==> src/rtl/seg_pkg.sv <==
// Shared constants and types for the seven-segment scan controller.
// Glyphs are active-low, bit order {g,f,e,d,c,b,a}.
package seg_pkg;

    localparam int unsigned NUM_DIGITS = 4;
    localparam int unsigned DIGIT_W    = 4;
    localparam int unsigned IDX_W      = 2;

    localparam logic [6:0] SEG_BLANK = 7'h7F;

    localparam logic [6:0] SEG_HEX_0 = 7'b1000000;
    localparam logic [6:0] SEG_HEX_1 = 7'b1111001;
    localparam logic [6:0] SEG_HEX_2 = 7'b0100100;
    localparam logic [6:0] SEG_HEX_3 = 7'b0110000;
    localparam logic [6:0] SEG_HEX_4 = 7'b0011001;
    localparam logic [6:0] SEG_HEX_5 = 7'b0010010;
    localparam logic [6:0] SEG_HEX_6 = 7'b0000010;
    localparam logic [6:0] SEG_HEX_7 = 7'b1111000;
    localparam logic [6:0] SEG_HEX_8 = 7'b0000000;
    localparam logic [6:0] SEG_HEX_9 = 7'b0010000;
    localparam logic [6:0] SEG_HEX_A = 7'b0001000;
    localparam logic [6:0] SEG_HEX_B = 7'b0000011;
    localparam logic [6:0] SEG_HEX_C = 7'b1000110;
    localparam logic [6:0] SEG_HEX_D = 7'b0100001;
    localparam logic [6:0] SEG_HEX_E = 7'b0000110;
    localparam logic [6:0] SEG_HEX_F = 7'b0001110;

    // One complete display image: four nibbles plus per-digit dp and blank flags.
    typedef struct packed {
        logic [NUM_DIGITS*DIGIT_W-1:0] value;
        logic [NUM_DIGITS-1:0]         dp;
        logic [NUM_DIGITS-1:0]         blank;
    } disp_t;

    localparam disp_t DISP_RESET = '0;

endpackage

==> src/rtl/hex_to_seg.sv <==
// Combinational hex nibble to active-low seven-segment glyph.
// Lower-case b and d keep them distinct from 8 and 0.
module hex_to_seg
    import seg_pkg::*;
(
    input  logic [3:0] nibble_i,
    output logic [6:0] seg_o
);

    always_comb begin
        seg_o = SEG_HEX_0;
        unique case (nibble_i)
            4'h0: seg_o = SEG_HEX_0;
            4'h1: seg_o = SEG_HEX_1;
            4'h2: seg_o = SEG_HEX_2;
            4'h3: seg_o = SEG_HEX_3;
            4'h4: seg_o = SEG_HEX_4;
            4'h5: seg_o = SEG_HEX_5;
            4'h6: seg_o = SEG_HEX_6;
            4'h7: seg_o = SEG_HEX_7;
            4'h8: seg_o = SEG_HEX_8;
            4'h9: seg_o = SEG_HEX_9;
            4'hA: seg_o = SEG_HEX_A;
            4'hB: seg_o = SEG_HEX_B;
            4'hC: seg_o = SEG_HEX_C;
            4'hD: seg_o = SEG_HEX_D;
            4'hE: seg_o = SEG_HEX_E;
            4'hF: seg_o = SEG_HEX_F;
            default: seg_o = SEG_HEX_0;
        endcase
    end

endmodule

==> src/rtl/seg_scan_controller.sv <==
// Four-digit seven-segment scan engine with a frame-synchronous double-buffered display image.
// en, seg and dp are registered together so the shown digit and its pattern never disagree.
module seg_scan_controller
    import seg_pkg::*;
#(
    parameter int unsigned REFRESH_DIV = 100000,
    localparam int unsigned CNT_W      = $clog2(REFRESH_DIV)
) (
    input  logic        clk,
    input  logic        rst,
    input  logic [15:0] value_in,
    input  logic [3:0]  dp_in,
    input  logic [3:0]  blank_in,
    input  logic        load,
    output logic [1:0]  en,
    output logic [6:0]  seg,
    output logic        dp,
    output logic        frame_done
);

    localparam logic [CNT_W-1:0] CNT_LAST = CNT_W'(REFRESH_DIV - 1);
    localparam logic [IDX_W-1:0] IDX_LAST = IDX_W'(NUM_DIGITS - 1);

    logic [CNT_W-1:0] cnt_q, cnt_d;
    logic [IDX_W-1:0] en_q, en_d;
    disp_t            active_q, active_d;
    disp_t            pending_q, pending_d;
    logic             pending_valid_q, pending_valid_d;
    logic [6:0]       seg_q, seg_d;
    logic             dp_q, dp_d;
    logic             frame_done_q, frame_done_d;

    logic  tick;
    logic  boundary;
    disp_t incoming;
    logic [DIGIT_W-1:0] next_nibble;
    logic [6:0]         next_glyph;

    assign tick     = (cnt_q == CNT_LAST);
    assign boundary = tick && (en_q == IDX_LAST);
    assign incoming = '{value: value_in, dp: dp_in, blank: blank_in};

    always_comb begin
        cnt_d           = tick ? '0 : cnt_q + 1'b1;
        en_d            = tick ? en_q + 1'b1 : en_q;
        frame_done_d    = boundary;
        active_d        = active_q;
        pending_d       = pending_q;
        pending_valid_d = pending_valid_q;

        if (boundary) begin
            // A load coincident with the boundary bypasses the pending buffer.
            if (load) begin
                active_d = incoming;
            end else if (pending_valid_q) begin
                active_d = pending_q;
            end
            pending_valid_d = 1'b0;
        end else if (load) begin
            pending_d       = incoming;
            pending_valid_d = 1'b1;
        end
    end

    // Outputs are built from the post-commit image and next index so they land with en.
    assign next_nibble = active_d.value[{en_d, 2'b00} +: DIGIT_W];

    hex_to_seg u_hex_to_seg (
        .nibble_i (next_nibble),
        .seg_o    (next_glyph)
    );

    always_comb begin
        seg_d = next_glyph;
        dp_d  = ~active_d.dp[en_d];
        if (active_d.blank[en_d]) begin
            seg_d = SEG_BLANK;
        end
    end

    always_ff @(posedge clk or posedge rst) begin
        if (rst) begin
            cnt_q           <= '0;
            en_q            <= '0;
            active_q        <= DISP_RESET;
            pending_q       <= DISP_RESET;
            pending_valid_q <= 1'b0;
            seg_q           <= SEG_HEX_0;
            dp_q            <= 1'b1;
            frame_done_q    <= 1'b0;
        end else begin
            cnt_q           <= cnt_d;
            en_q            <= en_d;
            active_q        <= active_d;
            pending_q       <= pending_d;
            pending_valid_q <= pending_valid_d;
            seg_q           <= seg_d;
            dp_q            <= dp_d;
            frame_done_q    <= frame_done_d;
        end
    end

    assign en         = en_q;
    assign seg        = seg_q;
    assign dp         = dp_q;
    assign frame_done = frame_done_q;

endmodule

==> config.mk <==
export PLATFORM = sky130hd
export DESIGN_NAME = seg_scan_controller
export DESIGN_NICKNAME = d
export VERILOG_FILES = /design/src/rtl/seg_pkg.sv /design/src/rtl/hex_to_seg.sv /design/src/rtl/seg_scan_controller.sv
export SDC_FILE = /design/constraint.sdc
export NUM_CORES = 1
export LEC_CHECK = 0
export ABC_AREA = 1
export CORE_MARGIN = 2
export CORE_UTILIZATION = 40
export CTS_CLUSTER_SIZE = 8
export DETAILED_ROUTE_END_ITERATION = 10
export PLACE_DENSITY = 0.57
export REMOVE_ABC_BUFFERS = 1
export SLEW_MARGIN = 10
export SYNTH_ARGS = -nofsm -noshare
export SYNTH_HDL_FRONTEND = slang
export SYNTH_HIERARCHICAL = 1
export SYNTH_SLANG_ARGS = --single-unit
==> constraint.sdc <==
create_clock -name clk -period 6.66 [get_ports clk]
set_input_delay 0.999 -clock clk [delete_from_list [all_inputs] [get_ports clk]]
set_output_delay 0.999 -clock clk [all_outputs]
set_load 0.02 [all_outputs]
==> Implementation_results.wiki <==
{| class="wikitable"
! Metric !! Value
|-
| Initial core utilization || about two fifths
|-
| Pin slew with the least headroom to its limit || about 1 ns
|-
| Min-Delay Path Class || reg2reg
|-
| Startpoint of the most critical setup path || cnt_q[16]
|-
| Final core utilization || around 47%
|-
| Hold Startpoint || cnt_q[0]
|-
| Cell-by-cell trace of the critical path || nand2_1 -> inv_1 -> nand2_1 -> nor2_2 -> nand3_1 -> nand2_1 -> nand2_1 -> inv_2 -> nand3_1 -> nand3_1 -> nand2_1 -> inv_1 -> nand2_1 -> nand3_1 -> nand2_1 -> inv_1 -> nand3_1
|-
| Clock-pin slew of the registers on the worst-case setup and hold paths || around 0.08 ns
|-
| Reported max-cap violation count || 0
|-
| Post-synthesis register bit count || 77
|-
| VDD IR-drop max || between 90 and 100 uV
|-
| Met1 usage in global routing || approximately 26%
|-
| Family with the most delay on the worst path || simple AND/OR/NAND/NOR gates
|-
| Total area of multi-input combinational cells || 2050 um2
|-
| CTS H-Tree Depth || 3
|-
| Min Clock Period, post-route || roughly 3.6 ns
|-
| Met3 global-route usage || a little under 4%
|-
| Final weighted congestion of routability-driven global placement || about 0.85
|-
| Multiplexer fraction of the synthesized cell area || about 2.7%
|-
| Worst-case clock skew || 0.00868 ns
|-
| Die height || around 110 um
|-
| Hold buffers post-CTS || 0
|-
| RSZ-0062 raised after global routing || false
|-
| Crit path DAT || about 3.8 ns
|-
| Status || complete, no violations
|-
| DRT Pass-1 Iters || 4
|-
| Max frequency || ~280 MHz
|-
| Final Hold Fails || 0
|-
| Synthesized instance count || approximately 590
|-
| Adder-cell share of the synthesized area || 2.57%
|-
| Final wirelength || around 10 mm
|-
| Clk_lat worst skew || 0.35 ns
|-
| Critical path class || reg2reg
|-
| Most Crowded Layer GR || met2
|-
| Buffers from clock root to sink, at most || 2
|-
| Combinational family with the most area after synthesis || simple AND/OR/NAND/NOR gates
|-
| Final worst-path cycle share || 54.1%
|-
| All-layer global routing usage || between 10% and 20%
|-
| Largest incremental delay on the critical path || ~0.92 ns
|-
| Floorplan die area || 11800 um2
|-
| Slowest stage cell on the critical path || sky130_fd_sc_hd__dfrtp_1
|-
| DRC errors left || 0
|-
| HPWL reported at the end of detailed placement || between 7 and 8 mm
|-
| Grt ovf || 0
|-
| Remaining antenna violation count || 0
|-
| TritonCTS clock tree || done
|-
| Remaining max-slew budget at the tightest pin || about a third
|-
| Highest net fanout along the worst path || 24
|-
| Most frequent cell on the critical path || sky130_fd_sc_hd__nand2_1
|-
| Maximum number of pins on one net before global-route repair || about 80
|-
| Source of the worst register-to-register timing path || cnt_q[16]
|-
| Yosys Warn Count || 6
|-
| Wire length of the first global-routing pass || 18.5 mm
|-
| Drt via density || approximately 5
|-
| WL per Instance || ~14 um
|-
| Num rows || 38
|-
| Summed instance area of the synthesized netlist || roughly 4400 um2
|-
| Internal portion of total power || about 670 uW
|-
| Area share of xor/xnor cells in the synthesized design || 1.00%
|-
| Post-CTS setup repair buffer count || 0
|-
| Number of endpoints failing setup at the final stage || 0
|-
| Total inserted antenna cells || 0
|-
| Count of vias placed by the detailed router || roughly 3800
|-
| Unique masters post-synth || 34
|-
| Core Box Area || approximately 11000 um2
|-
| Share of power burned in combinational logic || under 10%
|-
| CTS Buf Count || 9
|-
| Number of sinks driven by the clock tree || 77
|-
| Growth of design area from synthesis to finish || 14.7%
|-
| Lkg Pwr || around 2.5 nW
|-
| Endpoint class of the critical path || register
|-
| Most common cell after layout, fill and taps aside || sky130_fd_sc_hd__nand2_1
|-
| Total net switching power || about 220 uW
|-
| Number of pins with negative max-slew slack in the final report || 0
|-
| Cell at the root of the clock tree || sky130_fd_sc_hd__clkbuf_8
|-
| Relative contribution of the clock network to total power || 37.1%
|-
| Final net count || 652
|-
| Fill cell total of the finished layout || ~1100
|-
| Met2 track demand over resource in global routing || 32.5%
|-
| Number of violations reported at the end of detailed-routing iteration 0 || 210
|-
| WP buf/inv || 4
|-
| Final non-filler cell area || roughly 5000 um2
|-
| Final sum of negative setup slack || 0 ns
|-
| Most used cells in the layout excluding fill and tap cells || sky130_fd_sc_hd__nand2_1, sky130_fd_sc_hd__dfrtp_1, sky130_fd_sc_hd__inv_1, sky130_fd_sc_hd__nand3_1, sky130_fd_sc_hd__o21ai_0
|-
| Post-synthesis sequential area ratio || between 40% and 50%
|-
| Register area || ~1900 um2
|-
| Fraction of final layout cells sized beyond drive strength 1 || around 7.6%
|-
| Number of port buffers || 37
|-
| Sequential cell fraction of total power || roughly 55%
|-
| I/O pins || 38
|-
| Overall die width || roughly 110 um
|-
| Via count of the first global-routing pass || 3882
|-
| Crit start category || register
|-
| Ratio of total power to cell area || 177 nW/um2
|-
| Compound-Gate Fraction of Synth Area || about 7%
|-
| Tightest hold margin || roughly 0.47 ns
|-
| Overall power of the completed layout || just under 900 uW
|-
| Area after detailed placement || between 4000 and 5000 um2
|-
| Simple-Gate Fraction of Synth Area || roughly 34%
|-
| Post_cts resized || 0
|-
| Average cell area after synthesis || between 7 and 8 um2
|-
| Switching share of power || 24.7%
|-
| Number of antenna violations at the first check in global routing || 0
|-
| Data required time at the worst endpoint || between 6 and 7 ns
|}
cells by family after synthesis:
logic type / Yosys count
simple gates: 332
buf+inv: 98
flops: 77
compound gates: 56
mux: 11
fa+ha+maj: 9
xor+xnor: 5
state kept, by name, summed over array words and instances, names as in the netlist:
signal and count:
active_q 24, pending_q 24, cnt_q 17, seg 7, en 2, dp 1, frame_done 1, pending_valid_q 1
cell type report:
type	instances	share of cell area [%]
multi-input cells	413	40.9
flip-flops and latches	77	38.4
repair buffers	42	8.13
inverters	73	5.51
well taps	140	3.49
clock buffers	12	3.09
clock inverters	4	0.449
metal layers:
layer / up-vias / wire length [um] / part of all wire, %
met5: - / 0 / 0
met4: 0 / 236 / 2.3
met1: 1776 / 4840 / 47
met2: 71 / 4900 / 47
li1: 1947 / - / -
met3: 17 / 424 / 4.1
stage by stage:
| stage | std cells | worst slack, ns |
|---|---|---|
| floorplan | 563 | 3.26 |
| global placement | 745 | 2.86 |
| detailed placement | 745 | 2.74 |
| CTS | 761 | 3.09 |
| global route | 761 | 2.54 |
| finish | 761 | 3.06 |
final timing paths:
path,to,slack [ns],depth (start not counted)
setup reg to reg,seg[4],3.06,17
min in group asynchronous,active_q[14],1.26,3
hold / removal,cnt_q[0],0.47,1
hold reg to reg,cnt_q[0],0.47,1
setup / recovery,seg[4],3.06,17
max in group asynchronous,active_q[2],4.77,3
power groups by stage:
stage / Clock, mW / Sequential [mW] / Combinational, mW
5_1_grt: 0.361 / 0.489 / 0.0824
6_report: 0.329 / 0.487 / 0.0700
4_1_cts: 0.340 / 0.487 / 0.0723
3_5_place_dp: 0 / 0.496 / 0.0721
2_1_floorplan: 0 / 0.495 / 0.0428
3_3_place_gp: 0 / 0.496 / 0.0713
cells in the mapped netlist, drive strengths merged:
cell / instances / area [um2]
nor2: 35 / 151
o21ai: 45 / 240
a21boi: 1 / 7.51
clkinv: 1 / 3.75
dfrtp: 75 / 1880
clkbuf: 8 / 30.0
mux2i: 3 / 30.0
nand4: 31 / 194
and2: 4 / 25.0
dfstp: 2 / 52.6
buf: 17 / 86.3
mux2: 8 / 90.1
a21oi: 9 / 45.0
nor3: 4 / 25.0
inv: 72 / 273
nand3: 65 / 348
nand2: 193 / 732
a211oi: 1 / 7.51
xor2: 5 / 43.8
ha: 9 / 113
Note: power is estimated with default switching activity, not from simulation.
